==> src/rtl/game_round_scheduler_pkg.sv <==
// Shared definitions for the fire/gold dodging game.
//   game_state_e : game-state encoding also decoded by the display controller
//   phase_e      : internal round-phase states of the scheduler
//   LIFE_MAX, SCORE_MAX, NUM_BOXES : game constants
//   mod9, box_onehot : box-index helpers
package game_round_scheduler_pkg;

  typedef enum logic [1:0] {
    GS_INIT   = 2'b00,
    GS_PLAY   = 2'b01,
    GS_FINISH = 2'b10
  } game_state_e;

  typedef enum logic [1:0] {
    PH_IDLE,
    PH_WARN,
    PH_BURN,
    PH_DONE
  } phase_e;

  localparam int unsigned LIFE_MAX  = 5;
  localparam int unsigned SCORE_MAX = 3;
  localparam int unsigned NUM_BOXES = 9;

  function automatic logic [3:0] mod9(input logic [3:0] v);
    return (v >= 4'd9) ? (v - 4'd9) : v;
  endfunction

  function automatic logic [NUM_BOXES-1:0] box_onehot(input logic [3:0] idx);
    return NUM_BOXES'(1) << idx;
  endfunction

endpackage

==> src/rtl/pattern_lfsr.sv <==
// Free-running 16-bit Fibonacci LFSR (taps 16,14,13,11) with the combinational
// fire-pattern and gold-index derivation.
//   clk, rst : clock, asynchronous active-high reset (LFSR <= LFSR_SEED)
//   pat      : fire pattern derived from the current LFSR value, never zero
//   gold_idx : gold box index 0..8 derived from the current LFSR value
module pattern_lfsr
  import game_round_scheduler_pkg::*;
#(
  parameter logic [15:0] LFSR_SEED = 16'hACE1
) (
  input  logic       clk,
  input  logic       rst,
  output logic [8:0] pat,
  output logic [3:0] gold_idx
);

  logic [15:0] lfsr_q, lfsr_d;
  logic [8:0]  raw_pat;

  always_comb begin
    lfsr_d = {lfsr_q[14:0], lfsr_q[15] ^ lfsr_q[13] ^ lfsr_q[12] ^ lfsr_q[10]};
  end

  always_ff @(posedge clk or posedge rst) begin
    if (rst) lfsr_q <= LFSR_SEED;
    else     lfsr_q <= lfsr_d;
  end

  // An all-zero AND falls back to a single fire so every BURN has a hazard.
  always_comb begin
    raw_pat  = lfsr_q[8:0] & lfsr_q[15:7];
    pat      = (raw_pat == '0) ? box_onehot(mod9(lfsr_q[3:0])) : raw_pat;
    gold_idx = mod9(lfsr_q[7:4]);
  end

endmodule

==> src/rtl/game_round_scheduler.sv <==
// Round scheduler for the fire/gold dodging game: WARN phase previews the
// next pattern, BURN phase makes fires live and scores player overlap.
//   clk, rst          : clock, asynchronous active-high reset
//   start             : single-cycle start/restart pulse
//   box               : player occupancy bitmap, row-major index 0..8
//   game_state        : INIT/PLAY/FINISH for the display controller
//   fire_state        : live fire boxes (BURN only)
//   gold_state        : live gold box, one-hot or zero (BURN only)
//   next_fire_pattern : preview of the next BURN pattern
//   hit_bitmap        : registered box & fire_state during BURN
//   life, score, win  : remaining lives, gold collected, FINISH outcome
//   round_done        : one-cycle pulse after each BURN end
module game_round_scheduler #(
  parameter int unsigned TICK_DIV    = 1_000_000,
  parameter int unsigned ROUND_TICKS = 3,
  parameter int unsigned LIFE_MAX    = game_round_scheduler_pkg::LIFE_MAX,
  parameter int unsigned SCORE_MAX   = game_round_scheduler_pkg::SCORE_MAX,
  parameter logic [15:0] LFSR_SEED   = 16'hACE1
) (
  input  logic       clk,
  input  logic       rst,
  input  logic       start,
  input  logic [8:0] box,
  output logic [1:0] game_state,
  output logic [8:0] fire_state,
  output logic [8:0] gold_state,
  output logic [8:0] next_fire_pattern,
  output logic [8:0] hit_bitmap,
  output logic [2:0] life,
  output logic [3:0] score,
  output logic       win,
  output logic       round_done
);

  import game_round_scheduler_pkg::*;

  localparam int unsigned TW = (TICK_DIV > 1) ? $clog2(TICK_DIV) : 1;
  localparam int unsigned PW = (ROUND_TICKS > 1) ? $clog2(ROUND_TICKS) : 1;
  localparam logic [TW-1:0] TICK_LAST  = TW'(TICK_DIV - 1);
  localparam logic [PW-1:0] PHASE_LAST = PW'(ROUND_TICKS - 1);
  localparam logic [2:0]    LIFE_INIT  = 3'(LIFE_MAX);
  localparam logic [3:0]    SCORE_WIN  = 4'(SCORE_MAX);

  phase_e      state_q, state_d;
  game_state_e game_state_q, game_state_d;
  logic [TW-1:0] tick_q, tick_d;
  logic [PW-1:0] phase_q, phase_d;
  logic [8:0]  fire_q, fire_d, gold_q, gold_d, next_q, next_d, hit_q, hit_d;
  logic [2:0]  life_q, life_d, life_n;
  logic [3:0]  score_q, score_d, score_n;
  logic        win_q, win_d, round_done_q, round_done_d;
  logic        hit_flag_q, hit_flag_d, gold_flag_q, gold_flag_d;
  logic        phase_end, hit_now, gold_now;
  logic [8:0]  box_fire, box_gold, pat, new_gold;
  logic [3:0]  gold_idx;

  pattern_lfsr #(
    .LFSR_SEED (LFSR_SEED)
  ) u_pattern_lfsr (
    .clk      (clk),
    .rst      (rst),
    .pat      (pat),
    .gold_idx (gold_idx)
  );

  assign phase_end = (tick_q == TICK_LAST) && (phase_q == PHASE_LAST);

  // Counters run only in WARN/BURN and are zero on entry to each phase.
  always_comb begin
    tick_d  = '0;
    phase_d = '0;
    if (state_q == PH_WARN || state_q == PH_BURN) begin
      if (tick_q == TICK_LAST) begin
        tick_d  = '0;
        phase_d = phase_end ? '0 : phase_q + 1'b1;
      end else begin
        tick_d  = tick_q + 1'b1;
        phase_d = phase_q;
      end
    end
  end

  // The final BURN cycle still counts its own overlap, so the end-of-round
  // decision folds the live overlap into the sticky flags.
  always_comb begin
    box_fire = box & fire_q;
    box_gold = box & gold_q;
    hit_now  = hit_flag_q | (|box_fire);
    gold_now = gold_flag_q | (|box_gold);
    life_n   = (hit_now && life_q != '0) ? life_q - 3'd1 : life_q;
    score_n  = (gold_now && score_q < SCORE_WIN) ? score_q + 4'd1 : score_q;
    new_gold = box_onehot(gold_idx) & ~next_q;
  end

  always_comb begin
    state_d      = state_q;
    fire_d       = fire_q;
    gold_d       = gold_q;
    next_d       = next_q;
    hit_d        = hit_q;
    life_d       = life_q;
    score_d      = score_q;
    win_d        = win_q;
    round_done_d = 1'b0;
    hit_flag_d   = hit_flag_q;
    gold_flag_d  = gold_flag_q;

    unique case (state_q)
      PH_IDLE: begin
        fire_d  = '0;
        gold_d  = '0;
        hit_d   = '0;
        life_d  = LIFE_INIT;
        score_d = '0;
        win_d   = 1'b0;
        if (start) begin
          next_d  = pat;
          state_d = PH_WARN;
        end
      end
      PH_WARN: begin
        fire_d = '0;
        gold_d = '0;
        hit_d  = '0;
        if (phase_end) begin
          fire_d  = next_q;
          gold_d  = new_gold;
          next_d  = pat;
          state_d = PH_BURN;
        end
      end
      PH_BURN: begin
        hit_d       = box_fire;
        hit_flag_d  = hit_now;
        gold_flag_d = gold_now;
        if (|box_gold) gold_d = '0;
        if (phase_end) begin
          round_done_d = 1'b1;
          life_d       = life_n;
          score_d      = score_n;
          hit_flag_d   = 1'b0;
          gold_flag_d  = 1'b0;
          fire_d       = '0;
          gold_d       = '0;
          hit_d        = '0;
          if (life_n == '0) begin
            win_d   = 1'b0;
            next_d  = '0;
            state_d = PH_DONE;
          end else if (score_n == SCORE_WIN) begin
            win_d   = 1'b1;
            next_d  = '0;
            state_d = PH_DONE;
          end else begin
            state_d = PH_WARN;
          end
        end
      end
      PH_DONE: begin
        fire_d = '0;
        gold_d = '0;
        hit_d  = '0;
        next_d = '0;
        if (start) begin
          life_d  = LIFE_INIT;
          score_d = '0;
          win_d   = 1'b0;
          state_d = PH_IDLE;
        end
      end
      default: state_d = PH_IDLE;
    endcase
  end

  always_comb begin
    game_state_d = GS_INIT;
    unique case (state_d)
      PH_IDLE:          game_state_d = GS_INIT;
      PH_WARN, PH_BURN: game_state_d = GS_PLAY;
      PH_DONE:          game_state_d = GS_FINISH;
      default:          game_state_d = GS_INIT;
    endcase
  end

  always_ff @(posedge clk or posedge rst) begin
    if (rst) begin
      state_q      <= PH_IDLE;
      game_state_q <= GS_INIT;
      tick_q       <= '0;
      phase_q      <= '0;
      fire_q       <= '0;
      gold_q       <= '0;
      next_q       <= '0;
      hit_q        <= '0;
      life_q       <= LIFE_INIT;
      score_q      <= '0;
      win_q        <= 1'b0;
      round_done_q <= 1'b0;
      hit_flag_q   <= 1'b0;
      gold_flag_q  <= 1'b0;
    end else begin
      state_q      <= state_d;
      game_state_q <= game_state_d;
      tick_q       <= tick_d;
      phase_q      <= phase_d;
      fire_q       <= fire_d;
      gold_q       <= gold_d;
      next_q       <= next_d;
      hit_q        <= hit_d;
      life_q       <= life_d;
      score_q      <= score_d;
      win_q        <= win_d;
      round_done_q <= round_done_d;
      hit_flag_q   <= hit_flag_d;
      gold_flag_q  <= gold_flag_d;
    end
  end

  assign game_state        = game_state_q;
  assign fire_state        = fire_q;
  assign gold_state        = gold_q;
  assign next_fire_pattern = next_q;
  assign hit_bitmap        = hit_q;
  assign life              = life_q;
  assign score             = score_q;
  assign win               = win_q;
  assign round_done        = round_done_q;

endmodule

==> config.mk <==
export PLATFORM = sky130hd
export DESIGN_NAME = game_round_scheduler
export DESIGN_NICKNAME = d
export VERILOG_FILES = /design/src/rtl/game_round_scheduler_pkg.sv /design/src/rtl/pattern_lfsr.sv /design/src/rtl/game_round_scheduler.sv
export SDC_FILE = /design/constraint.sdc
export NUM_CORES = 1
export LEC_CHECK = 0
export ABC_AREA = 1
export BUFFER_PORTS_ARGS = -buffer_cell sky130_fd_sc_hd__clkbuf_2
export CORE_UTILIZATION = 35
export CTS_CLUSTER_DIAMETER = 150
export DETAILED_ROUTE_END_ITERATION = 8
export PLACE_DENSITY_LB_ADDON = 0.08
export SLEW_MARGIN = 10
export SYNTH_ARGS = -nofsm -noshare
export SYNTH_HDL_FRONTEND = slang
export SYNTH_SLANG_ARGS = --single-unit
==> constraint.sdc <==
create_clock -name clk -period 3.75 [get_ports clk]
set_input_delay 0.5625 -clock clk [delete_from_list [all_inputs] [get_ports clk]]
set_output_delay 0.5625 -clock clk [all_outputs]
set_load 0.02 [all_outputs]
==> flow_summary.yaml <==
setup_path:
  startpoint_type: "register"
  end_kind: "register"
  reg2reg_slack_ns: 1.42
  r2r_end: "game_state[0]"
  cpPeakStageDelay_ns: 0.40
  worstPathArrival_ns: 2.56
  r2r_cells: 8
  startpoint: "tick_q[0]"
  critPathKind: "reg -> reg"
  path_cells: "ha_1 -> nand3_2 -> nor3b_2 -> nand3_2 -> nor3_4 -> nand2_4 -> a31oi_1 -> ha_1"
  slowest_stage: "nor3_4"
  cp.required_ns: 3.98
  cp-endpoint: "game_state[0]"
  crit_fanout: 7
  timing.rr.start: "tick_q[0]"
synthesis:
  async_reset_ff_share_pct: 100
  synth_fp_nets: 538
  netlist_instances: 513
  yosysWarnings: 0
  synth-seq-area-share_pct: 51.3
  ys_types: 41
  synth_seq_cells: 89
  synth_edf_count: 0
  syn_avg_cell_area_sq_um: 8.51
  synthFlopType: "dfrtp_1"
  syn_area_sq_mm: 0.00437
die:
  start_util_pct: 36.1
  core_sq_mm: 0.0121
  row_count: 40
  dieArea_sq_mm: 0.0129
  ios: 59
  chipWidth_um: 114
  die_h_um: 114
final_layout:
  design_area_sq_mm: 0.00514
  diodes: 0
  layout-drive-gt1-share_pct: 21.8
  final_core_util_pct: 42.4
  area_growth_pct: 17.6
  final_cell_mix: "136 x nand2_1, 79 x dfrtp_1, 58 x clkbuf_2"
  fin_nets: 603
  final_common_cell: "nand2_1"
placement:
  post_dp_cell_area_sq_mm: 0.00486
  hpwlAfterDp_um: 7780
  gp_congestion: 0.820
  io_buffers: 58
  pre_cts_ws_ns: 1.38
power:
  p_leak_nw: 2.61
  p_per_area_mw_per_mm2: 359
  max-vdd-ir-drop_mv: 0.204
clocking:
  cts_resized: 0
  cts_hold_buffers: 0
  cts_sinks: 89
  htreeDepth: 3
  postCtsSetupBuffers: 0
  cts_root_buf: "clkbuf_16"
  ctsLongestPathBuffers: 2
  cts.clk_slew.worst_paths_ns: 0.06
  cts_inserted_buffers: 9
  cts_tree: "built"
  clk-insertion-delay-late_ns: 0.35
drt:
  vias_per_cell: 4.79
  vias: 3600
  drt_first_pass_iters: 5
  drtIter0Drc: 129
  drt-wirelength-per-cell_um: 13.8
  ant_nets: 0
  wl_um: 10300
  route.detailed.drc: 0
sta:
  min_period_over_period_pct: 62.0
  final.setup.worst_slack_ns: 1.42
  skew_ns: 0.00511
  relSlewSlack_pct: 64.7
  rsz0062_at_grt: "false"
  setup_viol: 0
  hold_violations: 0
  fin_setup_tns_ns: 0
  tightest_slew_ns: 0.529
  clock.fmax_mhz: 430
  drv_slew: 0
  fin_crit_ns: 2.33
  holdWs_ns: 0.214
flow_run:
  cap_violations: 0
outcome:
  status: "finished clean"
global_route:
  antenna_found_initial: 0
  grt_max_degree: 34
  grt_pass1_vias: 3566
  grt_overflow_total: 0
  grt_pass1_wl_um: 17500
  grt_usage_pct: 17.6
min_path:
  hp-class: "in -> async"
-- per-stage QoR --
stage	cells	total power, mW
4_1_cts	751	1.88
2_1_floorplan	513	0.992
6_report	751	1.85
3_5_place_dp	735	1.01
3_3_place_gp	735	1.01
5_1_grt	751	1.91
-- synthesized netlist by cell type, types with 4 or more instances --
master   instances  share of area [%]
inv_1           53                4.6
nor2_1          33                2.8
nand2_2          4               0.57
dfrtp_1         79                 45
dfstp_2         10                6.0
o21ai_1         12                1.4
inv_2           14                1.2
nand2_1        136                 12
a21oi_1         25                2.9
nand4_1         13                1.9
ha_1            13                3.7
o21ai_0         15                1.7
nor3_1          15                1.7
nor2_2           4               0.57
nand3_1         39                4.5
-- flip-flops by register name (all words and copies together) (netlist names) --
register,flops
tick_q,20
u_pattern_lfsr.lfsr_q,16
fire_state,9
gold_state,9
hit_bitmap,9
next_fire_pattern,9
score,4
life,3
game_state,2
phase_q,2
state_q,2
gold_flag_q,1
hit_flag_q,1
round_done,1
win,1
-- worst max-delay path: cells and delay by family, from the launching register on --
family                   cells  cell delay [ns]
AND/OR/NAND/NOR              5             1.07
flip-flops                   1             0.36
adder cells (fa/ha/maj)      2             0.48
AO/OA/AOI/OAI                1             0.29
-- power by group --
part	internal (mW)	total, mW	switching [mW]
Combinational	0.00575	0.0279	0.0222
Clock	0.468	0.858	0.389
Sequential	0.960	0.960	0
-- kinds of logic (layout without fill, tap and decap cells) --
group                      after synthesis  in the layout  synth area share, %
DFF                                     89             89                 51.3
xor gates and xnor gates                 6              6                 1.38
adders and majority gates               13             13                 3.72
and+or+nand+nor                        256            256                 26.6
AOI/OAI and AO/OA                       73             73                 10.3
buffers and inverters                   76            146                 6.67
-- worst min-delay path by stage --
stage / endpoint / slack [ns] / cells after the start
after global placement: u_pattern_lfsr.lfsr_q[15] / 0.37 / 0
after CTS: u_pattern_lfsr.lfsr_q[2] / 0.23 / 2
after global routing: u_pattern_lfsr.lfsr_q[2] / 0.26 / 2
after detailed placement: u_pattern_lfsr.lfsr_q[10] / 0.37 / 0
after floorplan: u_pattern_lfsr.lfsr_q[10] / 0.35 / 0
final: u_pattern_lfsr.lfsr_q[2] / 0.21 / 2
-- per-layer routing --
metal  part of all wire (%)  global-route usage (%)  vias to the layer above
met3                    3.7                    3.29                       25
met2                     45                    27.0                       83
met4                    3.3                    10.6                        0
met1                     48                    23.2                     1676
met5                      0                       0                        -
li1                       -                       -                     1816
-- area by class of cell --
cell class                 count  area, sq um
tap                          168          210
clock buffer                  10          239
multi-input combinational    348         1840
clock inverter                 6         43.8
sequential                    89         2240
inverter                      70          264
fill                        1232         6970
timing repair buffer          60          305
Power figures use the tool's default switching activity.
